==> src/rtl/mem_stream_pkg.sv <==
// Shared defaults and FSM state encoding for the RAM-to-stream read engine.
package mem_stream_pkg;

  localparam int unsigned DEFAULT_ADDR_W = 8;
  localparam int unsigned DEFAULT_DATA_W = 64;

  typedef enum logic [1:0] {
    IDLE  = 2'd0,
    RUN   = 2'd1,
    DRAIN = 2'd2
  } state_t;

endpackage

==> src/rtl/stream_fifo2.sv <==
// Two-entry synchronous FIFO holding {last, data} beats for the output stream.
module stream_fifo2 #(
  parameter int unsigned W = 65
) (
  input  logic         clk,
  input  logic         rst,
  input  logic         push,
  input  logic         pop,
  input  logic [W-1:0] wdata,
  output logic [W-1:0] rdata,
  output logic         full,
  output logic         empty,
  output logic [1:0]   count
);

  logic [W-1:0] entry0;
  logic [W-1:0] entry1;
  logic         wr_ptr;
  logic         rd_ptr;

  always_ff @(posedge clk or posedge rst) begin
    if (rst) begin
      entry0 <= '0;
      entry1 <= '0;
      wr_ptr <= 1'b0;
      rd_ptr <= 1'b0;
      count  <= 2'd0;
    end else begin
      if (push) begin
        if (wr_ptr) entry1 <= wdata;
        else        entry0 <= wdata;
        wr_ptr <= ~wr_ptr;
      end
      if (pop) rd_ptr <= ~rd_ptr;
      case ({push, pop})
        2'b10:   count <= count + 2'd1;
        2'b01:   count <= count - 2'd1;
        default: count <= count;
      endcase
    end
  end

  assign rdata = rd_ptr ? entry1 : entry0;
  assign full  = (count == 2'd2);
  assign empty = (count == 2'd0);

endmodule

==> src/rtl/mem_stream_reader.sv <==
// Burst read engine: walks a RAM read port and streams the words out with
// valid/ready, throttling reads so the 2-entry output buffer never overflows.
module mem_stream_reader
  import mem_stream_pkg::*;
#(
  parameter int unsigned ADDR_W = DEFAULT_ADDR_W,
  parameter int unsigned DATA_W = DEFAULT_DATA_W
) (
  input  logic              clk,
  input  logic              rst,
  input  logic              start,
  input  logic [ADDR_W-1:0] base_addr,
  input  logic [ADDR_W:0]   len,
  output logic              busy,
  output logic              done,
  output logic [ADDR_W-1:0] rd_addr,
  input  logic [DATA_W-1:0] rd_data,
  output logic [DATA_W-1:0] m_data,
  output logic              m_valid,
  input  logic              m_ready,
  output logic              m_last
);

  localparam int unsigned LEN_W = ADDR_W + 1;

  state_t            state;
  logic [LEN_W-1:0]  issue_cnt;
  logic [LEN_W-1:0]  deliver_cnt;
  logic              inflight;
  logic              inflight_last;
  logic              fifo_full;
  logic              fifo_empty;
  logic [1:0]        fifo_count;
  logic [DATA_W:0]   head;
  logic              pop_c;
  logic              credit_c;
  logic              issue_c;

  // A credit exists when buffer slots exceed occupancy plus the outstanding read;
  // a pop this cycle frees its slot immediately.
  assign m_valid  = !fifo_empty;
  assign pop_c    = m_valid && m_ready;
  assign credit_c = pop_c || (!fifo_full && !((fifo_count == 2'd1) && inflight));
  assign issue_c  = (state == RUN) && (issue_cnt != '0) && credit_c;

  assign m_data = head[DATA_W-1:0];
  assign m_last = head[DATA_W] && m_valid;

  always_ff @(posedge clk or posedge rst) begin
    if (rst) begin
      state         <= IDLE;
      busy          <= 1'b0;
      done          <= 1'b0;
      rd_addr       <= '0;
      issue_cnt     <= '0;
      deliver_cnt   <= '0;
      inflight      <= 1'b0;
      inflight_last <= 1'b0;
    end else begin
      done     <= 1'b0;
      inflight <= issue_c;
      if (issue_c) inflight_last <= (issue_cnt == LEN_W'(1));

      case (state)
        IDLE: begin
          if (start && (len != '0)) begin
            rd_addr     <= base_addr;
            issue_cnt   <= len;
            deliver_cnt <= len;
            busy        <= 1'b1;
            state       <= RUN;
          end
        end
        RUN: begin
          if (issue_c) begin
            rd_addr   <= rd_addr + ADDR_W'(1);
            issue_cnt <= issue_cnt - LEN_W'(1);
            if (issue_cnt == LEN_W'(1)) state <= DRAIN;
          end
        end
        DRAIN: begin
          state <= DRAIN;
        end
        default: state <= IDLE;
      endcase

      // Burst completes on the handshake of the last outstanding word.
      if (pop_c) begin
        deliver_cnt <= deliver_cnt - LEN_W'(1);
        if (deliver_cnt == LEN_W'(1)) begin
          state <= IDLE;
          busy  <= 1'b0;
          done  <= 1'b1;
        end
      end
    end
  end

  stream_fifo2 #(
    .W(DATA_W + 1)
  ) u_fifo (
    .clk   (clk),
    .rst   (rst),
    .push  (inflight),
    .pop   (pop_c),
    .wdata ({inflight_last, rd_data}),
    .rdata (head),
    .full  (fifo_full),
    .empty (fifo_empty),
    .count (fifo_count)
  );

endmodule

==> config.mk <==
export PLATFORM = sky130hd
export DESIGN_NAME = mem_stream_reader
export DESIGN_NICKNAME = d
export VERILOG_FILES = /design/src/rtl/mem_stream_pkg.sv /design/src/rtl/stream_fifo2.sv /design/src/rtl/mem_stream_reader.sv
export SDC_FILE = /design/constraint.sdc
export NUM_CORES = 1
export LEC_CHECK = 0
export BUFFER_PORTS_ARGS = -buffer_cell sky130_fd_sc_hd__clkbuf_2
export CELL_PAD_IN_SITES_DETAIL_PLACEMENT = 2
export CELL_PAD_IN_SITES_GLOBAL_PLACEMENT = 2
export CORE_MARGIN = 2
export CORE_UTILIZATION = 26
export DETAILED_ROUTE_END_ITERATION = 10
export PLACE_DENSITY = 0.57
export SYNTH_ARGS = -nofsm -noshare
export SYNTH_HDL_FRONTEND = slang
export SYNTH_HIERARCHICAL = 1
export SYNTH_SLANG_ARGS = --single-unit
==> constraint.sdc <==
create_clock -name clk -period 5.6 [get_ports clk]
set_input_delay 0.56 -clock clk [delete_from_list [all_inputs] [get_ports clk]]
set_output_delay 0.56 -clock clk [all_outputs]
set_load 0.01 [all_outputs]
# --- After elaboration in Yosys (flattened, before gate mapping) ---
# Cells that the tools add are included.
# Widths: inputs -> output; s select.
op_classes:
  n_reduce_logical: 23
  eq_ne: 10
  addsub: 5
  mux: 22
  n_bitwise: 2
op_table:
  columns: ["op", "count"]
  rows:
  - ["$mux 65", 1]
  - ["$mux 9", 4]
  - ["$eq 9x1->1 const B", 2]
  - ["$pmux 9 s2", 1]
  - ["$reduce_bool 9->1", 2]
  - ["$sub 9x1->9 const B", 2]
  - ["$mux 8", 2]
  - ["$pmux 8 s2", 1]
  - ["$mux 2", 5]
  - ["$add 8x1->8 const B", 1]
  - ["$reduce_bool 2->1", 4]
  - ["$logic_and 1x1->1", 7]
  - ["$eq 2x1->1 const B", 3]
  - ["$eq 2x2->1 const B", 3]
  - ["$mux 1", 6]
  - ["$pmux 2 s3", 1]
  - ["$reduce_and 2->1", 3]
  - ["$logic_not 2->1", 2]
  - ["$ne 2x2->1 const B", 2]
  - ["$pmux 2 s2", 1]
  - ["$logic_not 1->1", 3]
  - ["$reduce_and 3->1", 1]
  - ["$add 2x1->2 const B", 1]
  - ["$not 1->1", 2]
  - ["other kinds (2)", 2]
word_totals:
  in_bits: 85
  elab_cells: 75
  regBits: 166
  out_inout_bits: 76

# --- Depth between registers and ports, before layout ---
logic_depth:
  depth_word: 10
  mapped_depth: 9
  ltp_nobuf: 8

# --- Cells and area by module ---
# The synthesis kept the hierarchy.
by_module_without_submodules:
  columns: ["module", "cells_per_inst", "area_each_um2", "seq_area_each_um2", "instances"]
  rows:
  - ["stream_fifo2", 363, 5809.3, 3353.2, 1]
  - ["mem_stream_reader", 218, 1963.1, 800.8, 1]

# --- Worst setup path after synthesis ---
# No wires, ideal clock.
synth_timing:
  kind: "input to register"
  start: "in len[2]"
  end: "reg rd_addr[0]"
  cell_stages: 5
  n_path_buf: 0
  setup_time_ns: 0.123
  t_required_ns: 5.477
  t_arrival_ns: 2.094
  setup_slack_ns: 3.384
  cell_sequence: "or4_4 o41ai_4 nand2_2 and2_1 o221a_2"
synth_between:
  elab_chain_len: 4
synth_rtl:
  columns: ["element", "line_no", "rtl"]
  rows:
  - ["start, declared", "mem_stream_reader.sv:13", "input logic [ADDR_W:0] len,"]
  - ["$reduce_bool 9->1", "mem_stream_reader.sv:66", "if (start && (len != '0)) begin"]
  - ["$logic_and 1x1->1", "mem_stream_reader.sv:66", null]
  - ["$ne 2x2->1 (no source line)", null, null]
  - ["$reduce_and 3->1 (no source line)", null, null]
  - ["end signal, assigned", "mem_stream_reader.sv:67", "rd_addr <= base_addr;"]
  - ["end signal, assigned", "mem_stream_reader.sv:76", "rd_addr <= rd_addr + ADDR_W'(1);"]
  - ["end, declared", "mem_stream_reader.sv:16", "output logic [ADDR_W-1:0] rd_addr,"]
# No other way between the ends.
# A chain may end at the register's enable or synchronous reset.

# --- Final worst setup path ---
layout_timing:
  start: "reg u_fifo.rd_ptr"
  end: "out m_data[59]"
layout_between:
  elab_chain_len: 1
layout_rtl:
  columns: ["element", "line_no", "rtl"]
  rows:
  - ["start, declared", "stream_fifo2.sv:19", "logic rd_ptr;"]
  - ["start signal, assigned", "stream_fifo2.sv:34", "if (pop) rd_ptr <= ~rd_ptr;"]
  - ["$mux 65", "stream_fifo2.sv:43", "assign rdata = rd_ptr ? entry1 : entry0;"]
  - ["end, declared", "mem_stream_reader.sv:18", "output logic [DATA_W-1:0] m_data,"]
# No other way between the ends.

==> out/metrics.csv <==
metric,value,unit
H-Tree Level Count,4,
"non-filler cells, final",1141,
Syn Inst Count,581,
CP peak stage delay,0.88,ns
"FF+latch count, synth",166,
placed cells,1109,
Starting DRT DRC Count,124,
CTS Buf Count,17,
sequential area share after synthesis,53.4,%
crit end category,output pin,
fmax,329,MHz
clock buffer depth,2,
Final Core Density,32.2,%
io pins,161,
GRT overflow,0,
hold_buf cts,0,
CP Buf/Inv Count,2,
pre-CTS WS,2.63,ns
dpl hpwl,15.7,mm
critical path arrival,2.48,ns
Top delay family on crit path,flip-flops,
PostCTS Resize Cnt,0,
Final Skew,0.0119,ns
Die ar.,31300,um^2
largest net degree at the start of global routing,75,
area grow syn2layout,22.6,%
Die Span X,177,um
number of flops mapped to enable cells by yosys,0,
IO buf count,160,
nets,830,
worst path cell trace,buf_4 -> mux2_2 -> clkbuf_2,
Antenna Diode Count,0,
Die Y,177,um
max-slew violation count,0,
Max VDD drop,0.000182,V
"commonest non-fill, non-tap cells in the layout","dfrtp_1, clkbuf_2, mux2_2, mux2_1, nor2_1",
global-route wire length before repair,36.1,mm
overall routing resource usage,15.0,%
Leak Pwr,0.00419,uW
commonest register cell after synthesis,dfrtp_1,
Antenna Violating Nets Remaining,0,
kind of critical path,register to output pin,
via count,5398,
share of cells above drive strength 1,47.1,%
Core ar.,29600,um^2
final setup vio count,0,
Mapped Area,7770,um^2
clock sink total,166,
"FFs w/ async S/R, synth",100,%
"Net Count, Synth",673,
Setup crit start kind,register,
vias in the first global route,6270,
root buf cell,clkbuf_16,
setup ws final,2.56,ns
Hold Crit Class,primary input to async pin,
CTS tree,yes,
"Clk Latency, worst-skew pair",0.44,ns
initial antenna violation count,1,
via density per instance,4.73,
Worst-Margin Slew,1.24,ns
Ys Warns,6,
gpl congestion,0.779,
Post-CTS Setup Bufs,0,
Hold Fails Final Rpt,0,
RSZ-0062 raised after global routing,no,
Tcrit/Tclk final,54.3,%
Unique masters post-synth,59,
max_cap viols,0,
initial core utilization,26.3,%
DRT Pass-1 Iters,4,
relative slew slack,16.8,%
Period minus WS final,3.04,ns
Synth Area per Inst,13.4,um^2
PnR Total Power,6090,uW
"commonest non-fill, non-tap cell in the layout",dfrtp_1,
clk slew on worst S/H paths,0.07,ns
P per Cell Area,639,nW/um^2
routed length per instance,19.7,um
Total Wirelength,22.5,mm
# rows,63,
crit-path max FO,38,
setup TNS,0,ns
"Req. time, crit path",5.04,ns
slowest CP cell,dfrtp_2,
DRC,0,
status,finished clean,
final cells by class:
type / count / area, um^2
Fill cell: 3133 / 20000
Sequential cell: 166 / 4160
Multi-Input combinational cell: 372 / 3350
Timing Repair Buffer: 166 / 846
Tap cell: 390 / 488
Clock buffer: 18 / 439
Clock inverter: 14 / 186
Inverter: 15 / 58.8
kinds of logic (layout without fill, tap and decap cells):
logic type / after synthesis / count (layout) / share of synthesized area [%]
buffers and inverters: 43 / 213 / 3.59
and+or+nand+nor: 97 / 97 / 6.73
DFF: 166 / 166 / 53.4
AOI/OAI and AO/OA: 65 / 65 / 5.94
muxes: 196 / 196 / 28.4
xor gates and xnor gates: 7 / 7 / 0.789
adders and majority gates: 7 / 7 / 1.13
synth_stat cells, types with 2 or more instances:
cell type | instances | area, um^2
inv_1 | 14 | 52.6
nor4_1 | 2 | 12.5
a31oi_1 | 3 | 18.8
buf_6 | 11 | 124
nand2_1 | 17 | 63.8
o221ai_1 | 2 | 17.5
o22ai_1 | 8 | 50.1
nand4_1 | 4 | 25.0
nand2b_1 | 7 | 43.8
a21oi_1 | 13 | 65.1
a311oi_1 | 4 | 35.0
nor2b_1 | 4 | 25.0
xor2_1 | 4 | 35.0
mux2_1 | 50 | 563
o21ai_0 | 10 | 50.1
nand3_1 | 6 | 30.0
o311ai_0 | 4 | 35.0
dfrtp_1 | 166 | 4150
buf_2 | 9 | 45.0
buf_4 | 2 | 15.0
mux2_2 | 145 | 1630
xnor2_1 | 3 | 26.3
clkbuf_1 | 4 | 15.0
and3_1 | 7 | 43.8
ha_1 | 7 | 87.6
nor4b_1 | 4 | 35.0
nor3_1 | 11 | 55.1
nor3b_1 | 3 | 22.5
nor2_1 | 20 | 75.1
and2_1 | 3 | 18.8
o211ai_1 | 4 | 30.0
a211oi_1 | 3 | 22.5
tightest hold or removal path, cell delays in order:
cell      delay, ns
clkbuf_2       0.11
inv_1          0.06
buf_4          0.40
worst paths after layout:
kind / start / endpoint / slack (ns) / depth (start not counted)
setup / recovery: u_fifo/rd_ptr$_DFFE_PP0P_ / m_data[59] / 2.56 / 3
hold / removal: rst / deliver_cnt[3]$_DFFE_PP0P_ / 0.25 / 3
max in group asynchronous: rst / u_fifo/entry0[27]$_DFFE_PP0P_ / 4.54 / 3
hold reg to reg: u_fifo/entry0[13]$_DFFE_PP0P_ / u_fifo/entry0[13]$_DFFE_PP0P_ / 0.48 / 1
setup reg to reg: u_fifo/count[0]$_DFFE_PP0P_ / issue_cnt[6]$_DFFE_PP0P_ / 2.95 / 7
min in group clk: rd_data[31] / u_fifo/entry0[31]$_DFFE_PP0P_ / 0.36 / 2
power breakdown:
group	internal (uW)	switching, uW	total (uW)
clock network	728	531	1260
logic	1330	1280	2610
registers	1790	424	2220
metrics by stage:
stage / hold WS, ns / instance area, um^2
floorplan: 0.454 / 7770
global placement: 0.462 / 8900
detailed placement: 0.473 / 8900
CTS: 0.253 / 9530
global route: 0.285 / 9530
finish: 0.251 / 9530
metal layers:
layer	part of all wire [%]	vias to the layer above	track usage (%)
met5	0.071	-	0
met3	4.0	28	3.22
li1	-	2435	-
met1	43	2802	18.2
met2	52	131	26.3
met4	1.7	2	5.06
sequential cells by signal (all words and copies together) (netlist names):
signal,count
u_fifo/wr_ptr,1
issue_cnt,9
deliver_cnt,9
inflight,1
u_fifo/count,2
inflight_last,1
u_fifo/entry0,65
u_fifo/entry1,65
u_fifo/rd_ptr,1
rd_addr,8
done,1
busy,1
state,2
(Power assumes the default switching activity.)
